File: config.mk
export PLATFORM = sky130hd
export DESIGN_NAME = ad76xx_par_rd_ctrl
export DESIGN_NICKNAME = d
export VERILOG_FILES = /design/src/rtl/ad76xx_par_rd_ctrl.sv
export SDC_FILE = /design/constraint.sdc
export NUM_CORES = 1
export LEC_CHECK = 0
export CORE_ASPECT_RATIO = 1.4
export CORE_MARGIN = 1.5
export CORE_UTILIZATION = 49
export CTS_CLUSTER_SIZE = 10
export DETAILED_ROUTE_END_ITERATION = 16
export GPL_TIMING_DRIVEN = 0
export PLACE_DENSITY = 0.76
export SLEW_MARGIN = 10
export SYNTH_ARGS = -nofsm -noshare
export SYNTH_HDL_FRONTEND = slang
export SYNTH_SLANG_ARGS = --single-unit
File: constraint.sdc
create_clock -name sys_clk_i -period 2.6 [get_ports sys_clk_i]
set_clock_uncertainty 0.2 [all_clocks]
set_input_delay 0.52 -clock sys_clk_i [delete_from_list [all_inputs] [get_ports sys_clk_i]]
set_output_delay 0.52 -clock sys_clk_i [all_outputs]
set_load 0.005 [all_outputs]
File: src/rtl/ad76xx_par_rd_ctrl.sv
// Parallel-read controller for AD7656-class ADCs: CONVST, BUSY wait with timeout, CS_N/RD_N burst.
// Define AD76XX_ERR_CNT_EN to add the saturating err_cnt_o error counter.
module ad76xx_par_rd_ctrl #(
  parameter int CH_NUM       = 6,
  parameter int DW           = 16,
  parameter int CONVST_W     = 3,
  parameter int BUSY_TIMEOUT = 400,
  parameter int CS_SETUP     = 6,
  parameter int RD_LOW       = 9,
  parameter int RD_HIGH      = 3,
  parameter int QUIET        = 8,
  parameter int RST_HOLD     = 16,
  parameter int AUTO_PERIOD  = 0
) (
  input  logic                   sys_clk_i,
  input  logic                   rst_n_i,
  input  logic                   start_i,
  input  logic                   busy_i,
  input  logic [DW-1:0]          db_i,
  output logic [CONVST_W-1:0]    convst_o,
  output logic                   cs_n_o,
  output logic                   rd_n_o,
  output logic                   adc_reset_o,
  output logic                   ready_o,
  output logic [CH_NUM*DW-1:0]   ch_data_o,
  output logic                   data_valid_o,
  output logic                   timeout_o,
  output logic                   overrun_o
`ifdef AD76XX_ERR_CNT_EN
  ,
  output logic [15:0]            err_cnt_o
`endif
);

  localparam int IW = (CH_NUM > 1) ? $clog2(CH_NUM) : 1;

  typedef enum logic [2:0] {
    S_RST, S_IDLE, S_CONV, S_CS, S_RD_LO, S_RD_HI, S_DONE, S_QUIET
  } state_t;

  state_t                        r_state;
  logic [15:0]                   r_cnt;
  logic [IW-1:0]                 r_idx;
  logic [CH_NUM-1:0][DW-1:0]     r_shadow;
  logic [CH_NUM-1:0][DW-1:0]     r_ch_data;
  logic [CONVST_W-1:0]           r_convst;
  logic                          r_cs_n, r_rd_n, r_adc_reset, r_ready;
  logic                          r_dv, r_timeout, r_overrun;
  logic                          r_to_flag, r_ov_flag;
  logic                          r_busy_s1, r_busy_s2;
  logic                          w_tick, w_trig, w_busy_fall;

  generate
    if (AUTO_PERIOD > 0) begin : g_auto
      logic [31:0] r_auto_cnt;
      // Free-running from the end of RST; wrap-to-zero keeps the period drift-free.
      always_ff @(posedge sys_clk_i or negedge rst_n_i) begin
        if (!rst_n_i)                                r_auto_cnt <= '0;
        else if (r_state == S_RST)                   r_auto_cnt <= '0;
        else if (r_auto_cnt == 32'(AUTO_PERIOD - 1)) r_auto_cnt <= '0;
        else                                         r_auto_cnt <= r_auto_cnt + 32'd1;
      end
      assign w_tick = (r_state != S_RST) && (r_auto_cnt == 32'(AUTO_PERIOD - 1));
    end else begin : g_no_auto
      assign w_tick = 1'b0;
    end
  endgenerate

  assign w_trig      = start_i | w_tick;
  assign w_busy_fall = !r_busy_s1 && r_busy_s2;

  always_ff @(posedge sys_clk_i or negedge rst_n_i) begin
    if (!rst_n_i) begin
      r_state     <= S_RST;
      r_cnt       <= '0;
      r_idx       <= '0;
      r_shadow    <= '0;
      r_ch_data   <= '0;
      r_convst    <= '0;
      r_cs_n      <= 1'b1;
      r_rd_n      <= 1'b1;
      r_adc_reset <= 1'b1;
      r_ready     <= 1'b0;
      r_dv        <= 1'b0;
      r_timeout   <= 1'b0;
      r_overrun   <= 1'b0;
      r_to_flag   <= 1'b0;
      r_ov_flag   <= 1'b0;
      r_busy_s1   <= 1'b0;
      r_busy_s2   <= 1'b0;
    end else begin
      r_busy_s1   <= busy_i;
      r_busy_s2   <= r_busy_s1;
      // Pin levels and pulses trail the state register by one cycle.
      r_convst    <= {CONVST_W{r_state == S_CONV}};
      r_cs_n      <= !(r_state inside {S_CS, S_RD_LO, S_RD_HI});
      r_rd_n      <= (r_state != S_RD_LO);
      r_adc_reset <= (r_state == S_RST);
      r_ready     <= (r_state == S_IDLE);
      r_dv        <= (r_state == S_DONE);
      r_timeout   <= r_to_flag;
      r_overrun   <= r_ov_flag;
      r_to_flag   <= 1'b0;
      r_ov_flag   <= (r_state != S_IDLE) && w_trig;
      if (r_state == S_DONE) r_ch_data <= r_shadow;
      r_cnt       <= r_cnt + 16'd1;
      case (r_state)
        S_RST: if (r_cnt == 16'(RST_HOLD - 1)) begin
          r_state <= S_IDLE;
          r_cnt   <= '0;
        end
        S_IDLE: begin
          r_cnt <= '0;
          if (w_trig) r_state <= S_CONV;
        end
        S_CONV: begin
          // Timeout is tested first so it wins over a coincident BUSY fall.
          if (r_cnt == 16'(BUSY_TIMEOUT - 1)) begin
            r_state   <= S_IDLE;
            r_to_flag <= 1'b1;
            r_cnt     <= '0;
          end else if (w_busy_fall) begin
            r_state <= S_CS;
            r_cnt   <= '0;
          end
        end
        S_CS: if (r_cnt == 16'(CS_SETUP - 1)) begin
          r_state <= S_RD_LO;
          r_idx   <= '0;
          r_cnt   <= '0;
        end
        S_RD_LO: if (r_cnt == 16'(RD_LOW - 1)) begin
          r_shadow[r_idx] <= db_i;
          r_state         <= S_RD_HI;
          r_cnt           <= '0;
        end
        S_RD_HI: if (r_cnt == 16'(RD_HIGH - 1)) begin
          r_cnt <= '0;
          if (r_idx == IW'(CH_NUM - 1)) begin
            r_state <= S_DONE;
          end else begin
            r_idx   <= r_idx + IW'(1);
            r_state <= S_RD_LO;
          end
        end
        S_DONE: begin
          r_state <= S_QUIET;
          r_cnt   <= '0;
        end
        S_QUIET: if (r_cnt == 16'(QUIET - 1)) begin
          r_state <= S_IDLE;
          r_cnt   <= '0;
        end
        default: r_state <= S_RST;
      endcase
    end
  end

`ifdef AD76XX_ERR_CNT_EN
  logic [15:0] r_err_cnt;
  logic [16:0] w_err_sum;
  assign w_err_sum = {1'b0, r_err_cnt} + 17'(r_timeout) + 17'(r_overrun);
  always_ff @(posedge sys_clk_i or negedge rst_n_i) begin
    if (!rst_n_i)         r_err_cnt <= '0;
    else if (w_err_sum[16]) r_err_cnt <= 16'hFFFF;
    else                  r_err_cnt <= w_err_sum[15:0];
  end
  assign err_cnt_o = r_err_cnt;
`endif

  assign convst_o     = r_convst;
  assign cs_n_o       = r_cs_n;
  assign rd_n_o       = r_rd_n;
  assign adc_reset_o  = r_adc_reset;
  assign ready_o      = r_ready;
  assign ch_data_o    = r_ch_data;
  assign data_valid_o = r_dv;
  assign timeout_o    = r_timeout;
  assign overrun_o    = r_overrun;

endmodule

After elaboration in Yosys (flattened, before gate mapping)
Cells that the tools add are included.

operators by class
  add/sub/neg operators = 2
  $lt $le $gt $ge = 2
  equality and inequality tests = 24
  mux-type cells = 27
  reduce and logical (&&, ||, !) cells = 12

operator list
  cell                     count
  $mux W16                 8
  $pmux W16 S7             1
  $bwmux W96               1
  $demux W16 S3            1
  $mux W3                  11
  $eq A16 B3 Y1 const B    2
  $eq A16 B4 Y1 const B    2
  $pmux W3 S8              1
  $add A16 B1 Y16 const B  1
  $eq A16 B2 Y1 const B    1
  $eq A16 B9 Y1 const B    1
  $eq A3 B3 Y1 const B     5
  $ne A2 B1 Y1 const B     4
  $reduce_and A7 Y1        1
  $eq A3 B2 Y1 const B     2
  $ne A2 B2 Y1 const B     3
  $pmux W3 S2              1
  $lt A3 B4 Y1 const B     1
  $reduce_and A4 Y1        1
  $add A3 B1 Y3 const B    1
  $eq A3 B1 Y1 const B     1
  $ge A3 B1 Y1 const B     1
  $logic_and A1 B1 Y1      3
  $logic_not A3 Y1         1
  other kinds (10)         12

word-level totals
  bits in registers = 226
  bits of input ports = 20
  word-level logic and storage cells = 94

Logic depth before layout (Yosys ltp)
Gate-level depths: netlist (run 1).

  depth after elaboration = 5
  mapped depth = 10

Worst setup path after synthesis (run 1)
Ideal clock, no wire load.

  path kind = register -> register
  start = reg r_cnt[13]
  end = reg r_shadow[10] (netlist name)
  setup time = 125 ps
  arrival time = 2286 ps
  required time = 2275 ps
  path slack = -11 ps
  stages on the path, launching flop included = 8
  buffers on the path = 2
  path through = dfrtp_1 > or4_4 > nor3_4 > nand3_4 > or4_1 > buf_6 > buf_12 > mux2_4

on the way
  longest elaborated chain between the ends = 2

RTL lines
  element                             line  RTL
  start, declared                     42    logic [15:0] r_cnt;
  start signal, assigned              106   r_cnt <= r_cnt + 16'd1;
  $eq A16 B4 Y1                       132   S_RD_LO: if (r_cnt == 16'(RD_LOW - 1)) begin
  $reduce_and A2 Y1 (no source line)  --
  end signal, assigned by index       133   r_shadow[r_idx] <= db_i;
  end, declared                       44    logic [CH_NUM-1:0][DW-1:0] r_shadow;

No other way between the ends.
A chain may end at the register's enable or synchronous reset.

Final worst setup path (run 1)
  start = reg r_cnt[12]
  end = reg r_shadow[13] (netlist name)

Same word-level chain as after synthesis.

==> results.toml, run 1 <==
[run_status]
status = "complete, but fails checks"
violations = "setup timing"

[cells_and_area]
diodes = 0
drive_above_1_share_pct = 19.6
final_cells = 1199
num-fill-cells = 1343
nets = 983
seqCellArea_um2 = 5660
area_growth_pct = 30.3
multi_input_area_um2 = 3250
finish.instance_area_um2 = 11700
postLayoutCoreUtil_pct = 65.0

[yosys]
syn_inst = 785
seq_area_frac_synth_pct = 63.2
yosysWarnings = 0
synth.area.mux_share_pct = 12.6
async_flop_share_pct = 100
syn_area_um2 = 8950
synth-compound-area-share_pct = 1.68
ys_ff_latch = 226
synth-edff-count = 0
synth_top_cell_by_area = "dfrtp_1"
synth-simple-area-share_pct = 17.9
yosysTopAreaCellShare_pct = 62.4
synth_xor_area_share_pct = 1.47
ys_top_cells_by_area = "dfrtp_1 62%, nand2_1 13%, mux2_2 11%, mux2_4 1.7%, nor2_1 1.2%"
synth_top_family_by_area = "simple AND/OR/NAND/NOR gates"
synth_nets = 811
synthAdderAreaFrac_pct = 0.839
ys_types = 51
synthFlopType = "dfrtp_1"
synth_area_per_cell_um2 = 11.4

[setup_path]
crit_required_ns = 2.79
setup.worst_path.start_class = "flip-flop"
worst_setup_path_end_kind = "flip-flop"
critPathKind = "flip-flop to flip-flop"
timing.reg2reg.setup_slack_ns = -0.04
reg2regPathDepth = 6
cp.arrival_ns = 2.83
cp_max_fo = 10

[pwr]
p_leak_nw = 5.63
p_total_mw = 10.7
power_density_nw_per_um2 = 915
ir_worst_vdd_uv = 603

[die]
ios = 126
die_area_um2 = 19100
die_h_um = 163
rows = 58
core_um2 = 17900
start_util_pct = 49.9
die_w_um = 117

[detailed_routing]
drt_wl_total_um = 21000
drtAntennaViolNets = 0
drtIter0Drc = 369
wire_per_inst_um = 17.5
vias_per_cell = 5.22
drtPass1Iterations = 4
route.vias.total = 6260
drc = 0

[global_route]
track_usage_pct = 22.7
grt_pass1_wl_um = 33100
antenna_found_initial = 0
grt_pass1_vias = 6393
grt_max_degree = 85
grt_overflow = 0

[sta]
finalMaxSlewViolations = 0
fmax_ghz = 0.379
tightest_slew_ns = 0.595
hold_slack_ns = 0.149
period_share_pct = 102
fin_setup_tns_ns = -0.332
rsz0062_at_grt = "true"
hold_viol = 0
layout_setup_ws_ns = -0.0401
finalSetupViolCount = 16
fin_crit_ns = 2.64
slew_headroom_pct = 60.4

[placed_design]
pre_cts_ws_ns = -0.407
dpl_cell_area_um2 = 10600
dp.cells = 1152
hpwl_um = 13900
numPortBuffers = 125
globalplace.congestion = 0.826

[worst_hold_path]
hold_class = "flip-flop to flip-flop"
holdPathStages = 0

[cts]
cts_tree = "built"
clk_pin_slew_ns = 0.05
cts_made_buffers = 26
htreeDepth = 1
clk_latency_ns = 0.51
cts.sinks = 226
clock_path_buffers = 3
root_buffer = "clkbuf_16"

[job]
drv_cap = 0
routing by layer:
metal | share of wire (%) | routed length [um] | track usage, %
met5 | 0 | 0 | 0
met4 | 3.3 | 700 | 9.04
met3 | 4.2 | 891 | 3.09
met2 | 53 | 11100 | 40.7
met1 | 39 | 8280 | 27.1
cell usage after synthesis, types with 5 or more instances:
library cell	count
nand2_1	305
dfrtp_1	223
mux2_2	86
nor2_1	28
clkbuf_1	24
mux2_4	10
nand3_1	9
o21ai_0	9
xor2_1	9
ha_1	6
xnor2_1	6
buf_2	5
sequential cells by signal, summed over array words and instances, names as in the netlist:
name          cells
adc_reset_o       1
ch_data_o        96
convst_o          1
cs_n_o            1
data_valid_o      1
overrun_o         1
r_busy_s1         1
r_busy_s2         1
r_cnt            16
r_idx             3
r_ov_flag         1
r_shadow         96
r_state           3
r_to_flag         1
rd_n_o            1
ready_o           1
timeout_o         1
worst max-delay path, cell delays in order, from the launching register on:
cell and delay (ns):
dfrtp_1 0.39, or4_4 0.57, nor3_4 0.21, nand3_4 0.16, or4_4 0.50, buf_12 0.18
mux2_4 0.30
worst paths after layout:
path,from,to
max in group asynchronous,rst_n_i,ch_data_o[3]$_DFFE_PN0P_
min,r_to_flag$_DFF_PN0_,timeout_o$_DFF_PN0_
min reg2reg,r_to_flag$_DFF_PN0_,timeout_o$_DFF_PN0_
max,r_cnt[12]$_DFF_PN0_,r_shadow[13]$_DFFE_PN0P_
max reg2reg,r_cnt[12]$_DFF_PN0_,r_shadow[13]$_DFFE_PN0P_
min in group asynchronous,rst_n_i,ch_data_o[92]$_DFFE_PN0P_
report_power, final:
group,leakage [nW],switching [mW],internal [mW]
clock,0.342,1.23,1.85
sequential,2.89,0.461,4.19
combinational,2.39,1.42,1.52
logic make-up (layout without fill, tap and decap cells):
group           Yosys count  in the layout
buf+inv                  43            217
fa+ha+maj                 6              6
simple gates            377            377
compound gates           21             21
mux                      97             97
xor+xnor                 15             15
flops                   226            226
final cells by class:
cell class                      instances  area share, %
Buffer                                 35           1.85
Clock buffer                           30           5.98
Inverter                                5          0.161
Multi-Input combinational cell        516           27.9
Sequential cell                       226           48.5
Tap cell                              240           2.58
Timing Repair Buffer                  147           13.0
placed cells by master (no fill, tap or decap), drive strengths merged:
cell           instances
a2111oi                1
o32ai                  1
xnor2                  6
buf                   36
nor2                  28
or4                    2
dlygate4sd3            1
nand2                305
clkbuf                51
and4b                  1
ha                     6
nor3b                  2
nand3                 12
a221oi                 1
a31oi                  3
or3b                   1
nor3                   5
a31o                   1
dfstp                  3
o21ai                  9
clkdlybuf4s50        124
nand3b                 2
or2                    1
mux2                  97
and3                   2
and2                   3
nand4                  1
nor4                   2
and4                   1
and3b                  2
inv                    5
a21boi                 1
nor2b                  4
xor2                   9
a21oi                  1
o22ai                  2
nand2b                 2
nor4b                  1
o31ai                  1
dfrtp                223
repair_timing:
| item | 4_1_cts | 5_1_grt |
|---|---|---|
| setup buffers | 14 | 4 |
| endpoints found under the hold margin | 69 | 0 |
| pin swaps | 6 | 4 |
| cloned | 2 | 0 |
| hold buffers | 1 | 0 |
| resized for setup | 53 | 21 |
| endpoints found under the setup margin | 176 | 168 |
Power figures use the tool's default switching activity.
==> inputs of run 2 (changes only) <==
MAX_ROUTING_LAYER = met4   (was default)
==> results.toml, run 2 (same netlist as run 1, synthesis figures left out) <==
[run_status]
status = "complete, but fails checks"
violations = "setup timing"

[placed_design]
numPortBuffers = 125
globalplace.congestion = 0.838
pre_cts_ws_ns = -0.407
hpwl_um = 13900

[sta]
finalSetupViolCount = 15
period_share_pct = 102
finalMaxSlewViolations = 0
fmax_ghz = 0.378
tightest_slew_ns = 0.597
fin_crit_ns = 2.64
hold_slack_ns = 0.148
hold_viol = 0
slew_headroom_pct = 60.2
layout_setup_ws_ns = -0.0425
rsz0062_at_grt = "true"

[cells_and_area]
drive_above_1_share_pct = 19.6
num-fill-cells = 1343
nets = 983
mostFrequentLayoutCell = "nand2_1"
area_growth_pct = 30.3
mostFrequentLayoutCells = "304 x nand2_1, 223 x dfrtp_1, 124 x clkdlybuf4s50_1"
diodes = 0

[cts]
htreeDepth = 1
clock_path_buffers = 3
root_buffer = "clkbuf_16"
clk_pin_slew_ns = 0.05
cts_tree = "built"
cts_made_buffers = 26
clk_latency_ns = 0.51
cts.sinks = 226

[pwr]
power_density_nw_per_um2 = 915
p_leak_nw = 5.63
ir_worst_vdd_uv = 603
p_total_mw = 10.7

[detailed_routing]
drtPass1Iterations = 4
drtAntennaViolNets = 0
wire_per_inst_um = 17.5
drc = 0
drtIter0Drc = 417
route.vias.total = 6199
vias_per_cell = 5.17
drt_wl_total_um = 20900

[setup_path]
reg2regPathDepth = 6
r2r_start = "r_cnt[12]$_DFF_PN0_"
cp_slowest_cell = "or4_4"
cp.depth = 6
critPathKind = "flip-flop to flip-flop"
path_cells = "or4_4, nor3_4, nand3_4, or4_4, buf_12, mux2_4"
path_buf_inv = 1
cp_max_fo = 10
timing.rr.end = "r_shadow[13]$_DFFE_PN0P_"
crit_top_cell = "or4_4"
crit_required_ns = 2.79
worst_setup_path_end_kind = "flip-flop"
timing.reg2reg.setup_slack_ns = -0.04
cp.arrival_ns = 2.83
cp_slowest_stage_delay_ns = 0.57
setup.worst_path.start_class = "flip-flop"
crit_family = "simple AND/OR/NAND/NOR gates"

[global_route]
antenna_found_initial = 0
grt_pass1_vias = 6398
track_usage_pct = 23.4
grt_overflow = 0
grt_max_degree = 85
grt_pass1_wl_um = 33100

[die]
rows = 58
start_util_pct = 49.9
core_um2 = 17900
die_area_um2 = 19100
ios = 126
die_w_um = 117
die_h_um = 163

[job]
drv_cap = 0

[worst_hold_path]
hold_class = "flip-flop to flip-flop"
min_to = "timeout_o$_DFF_PN0_"
holdPathStages = 0
hold_path.startpoint = "r_to_flag$_DFF_PN0_"
## run 2: cell counts in the layout (fill, tap and decap cells not counted)
Identical to the previous run, type by type.
## run 2: worst reg2reg max path: stages, from the launching register on
cell,delay [ns]
dfrtp_1,0.39
or4_4,0.57
nor3_4,0.21
nand3_4,0.16
or4_4,0.50
buf_12,0.19
mux2_4,0.30
## run 2: power by group
group | switching [mW] | total [mW] | internal, mW
clock | 1.23 | 3.08 | 1.85
sequential | 0.458 | 4.64 | 4.19
combinational | 1.42 | 2.94 | 1.52
total | 3.11 | 10.7 | 7.56
## run 2: layout make-up
type | count | area, um2 | area share (%)
inverter | 5 | 18.8 | 0.161
multi-input combinational | 516 | 3250 | 27.9
tap | 240 | 300 | 2.58
sequential | 226 | 5660 | 48.5
clock buffer | 30 | 697 | 5.98
buffer | 35 | 215 | 1.85
timing repair buffer | 147 | 1520 | 13.0
## run 2: through the flow
stage	instances	TNS [ns]	instance area, um2	util [%]
finish	1199	-0.349	11700	65.0
global route	1199	-4.45	11700	65.0
CTS	1197	-0.896	11600	64.5
detailed placement	1152	-28.28	10600	58.9
global placement	1150	-1949.79	10500	58.6
floorplan	785	-0.0866	8950	-
## run 2: what timing repair did
item | CTS | global route
gates cloned | 2 | 0
hold buffers | 1 | 0
pin swaps | 6 | 4
buffers inserted | 14 | 4
hold endpoints to repair | 69 | 0
endpoints found under the setup margin | 176 | 166
resized for setup | 53 | 21
## run 2: worst max path at each step
stage / start / slack [ns] / end
2_1_floorplan: r_cnt[13]$_DFF_PN0_ / -0.009 / r_shadow[10]$_DFFE_PN0P_
3_3_place_gp: rst_n_i / -8.57 / r_to_flag$_DFF_PN0_
3_5_place_dp: r_cnt[12]$_DFF_PN0_ / -0.41 / r_shadow[78]$_DFFE_PN0P_
4_1_cts: r_cnt[15]$_DFF_PN0_ / -0.09 / r_state[1]$_DFFE_PN0P_
5_1_grt: r_cnt[12]$_DFF_PN0_ / -0.14 / r_state[1]$_DFFE_PN0P_
6_report: r_cnt[12]$_DFF_PN0_ / -0.04 / r_shadow[13]$_DFFE_PN0P_
## run 2: routing by layer
| metal | routed length, um | GRT usage [%] |
|---|---|---|
| met4 | 606 | 9.04 |
| met2 | 11300 | 40.8 |
| met3 | 797 | 3.01 |
| met1 | 8270 | 27.2 |
| met5 | 0 | - |
==> inputs of run 3 (changes only) <==
TNS_END_PERCENT = 10   (was default)
==> results.toml, run 3 (same netlist as run 1, synthesis figures left out) <==
[run_status]
status = "complete, but fails checks"
violations = "setup timing"

[sta]
finalSetupViolCount = 14
tightest_slew_ns = 0.815
rsz0062_at_grt = "true"
slew_headroom_pct = 45.7
fmax_ghz = 0.374
hold_viol = 0
period_share_pct = 103
finalMaxSlewViolations = 0
hold_slack_ns = 0.150
fin_crit_ns = 2.67
layout_setup_ws_ns = -0.0744

[global_route]
grt_overflow = 0
grt_pass1_wl_um = 32000
track_usage_pct = 22.6
grt_max_degree = 116
grt_pass1_vias = 6156
antenna_found_initial = 0

[pwr]
p_total_mw = 10.7
ir_worst_vdd_uv = 583
p_leak_nw = 5.60
power_density_nw_per_um2 = 924

[placed_design]
numPortBuffers = 125
dpl_cell_area_um2 = 10500
hpwl_um = 13400
globalplace.congestion = 0.812

[cts]
cts_tree = "built"
clk_latency_ns = 0.51
htreeDepth = 1
cts.sinks = 226
clock_path_buffers = 3
root_buffer = "clkbuf_16"
cts_made_buffers = 26
clk_pin_slew_ns = 0.05

[die]
die_w_um = 117
rows = 58
start_util_pct = 49.9
core_um2 = 17900
ios = 126
die_h_um = 163
die_area_um2 = 19100

[cells_and_area]
area_growth_pct = 29.8
finish.instance_area_um2 = 11600
mostFrequentLayoutCell = "nand2_1"
diodes = 0
drive_above_1_share_pct = 19.8
mostFrequentLayoutCells = "304 x nand2_1, 223 x dfrtp_1, 124 x clkdlybuf4s50_1"
nets = 980

[detailed_routing]
wl_met3_um = 1050
drc = 0
route.vias.total = 6122
drtPass1Iterations = 5
dr_wl_met2_um = 10600
routed.top_layer = "met4"
drtAntennaViolNets = 0
met1_length_um = 8180
drtIter0Drc = 443
drt_wl_total_um = 20400
vias_per_cell = 5.12
wire_per_inst_um = 17.0

[setup_path]
setup.worst_path.start_class = "flip-flop"
crit_required_ns = 2.79
crit_family = "simple AND/OR/NAND/NOR gates"
cp_slowest_stage_delay_ns = 0.57
worst_setup_path_end_kind = "flip-flop"
cp_slowest_cell = "or4_4"
cp_max_fo = 10
crit_top_cell = "or4_4"
path_cells = "or4_4, nor3_4, nand3_4, or4_4, buf_12, mux2_4"
cp.arrival_ns = 2.87
path_buf_inv = 1
critPathKind = "flip-flop to flip-flop"

[job]
drv_cap = 0

[worst_hold_path]
hold_class = "flip-flop to flip-flop"
-- run 3: stage by stage --
| step | worst slack, ns | std cells | TNS (ns) | utilization, % |
|---|---|---|---|---|
| after floorplan | -0.0109 | 785 | -0.109 | - |
| after global placement | -8.51 | 1150 | -1933.94 | 58.6 |
| after detailed placement | -0.404 | 1151 | -29.55 | 58.8 |
| after CTS | -0.137 | 1191 | -3.45 | 64.1 |
| after global routing | -0.113 | 1195 | -2.50 | 64.8 |
| final | -0.0744 | 1195 | -0.729 | 64.8 |
-- run 3: final cells by class --
cell class / instances / area (um2)
fill: 1357 / 6310
sequential: 226 / 5660
multi-input combinational: 516 / 3250
timing repair buffer: 143 / 1460
clock buffer: 29 / 703
tap: 240 / 300
buffer: 36 / 216
inverter: 5 / 18.8
-- run 3: path summary, 6_finish.rpt --
kind / start / endpoint / slack (ns) / cells past startpoint
max: r_cnt[15]$_DFF_PN0_ / r_shadow[13]$_DFFE_PN0P_ / -0.07 / 6
min: r_ov_flag$_DFF_PN0_ / overrun_o$_DFF_PN0_ / 0.15 / 0
max reg2reg: r_cnt[15]$_DFF_PN0_ / r_shadow[13]$_DFFE_PN0P_ / -0.07 / 6
min reg2reg: r_ov_flag$_DFF_PN0_ / overrun_o$_DFF_PN0_ / 0.15 / 0
max in group asynchronous: rst_n_i / ch_data_o[35]$_DFFE_PN0P_ / 0.71 / 3
min in group asynchronous: rst_n_i / ch_data_o[11]$_DFFE_PN0P_ / 0.48 / 2
-- run 3: repair_timing --
item                                   4_1_cts  5_1_grt
cloned                                       2        0
pin swaps                                    6        5
hold buffers                                 1        0
endpoints found under the hold margin      108        0
resized for setup                           51       19
setup endpoints to repair                  177      141
setup buffers                                9        5
-- run 3: worst register-to-register path: stages (launching register included) --
cell and delay, ns:
dfrtp_1 0.38, or4_4 0.57, nor3_4 0.22, nand3_4 0.16, or4_4 0.54, buf_12 0.20, mux2_4 0.30
-- run 3: metal layers --
metal  vias to the layer above  GRT usage, %
met5                         -             -
met4                         0          7.01
met3                        39          3.35
met2                       149          38.7
li1                       2875             -
met1                      3059          27.4
-- run 3: power by group --
group	total (mW)	leakage, nW	switching [mW]	internal [mW]
registers	4.61	2.89	0.429	4.19
clock network	3.11	0.347	1.25	1.87
logic	3.00	2.36	1.44	1.56
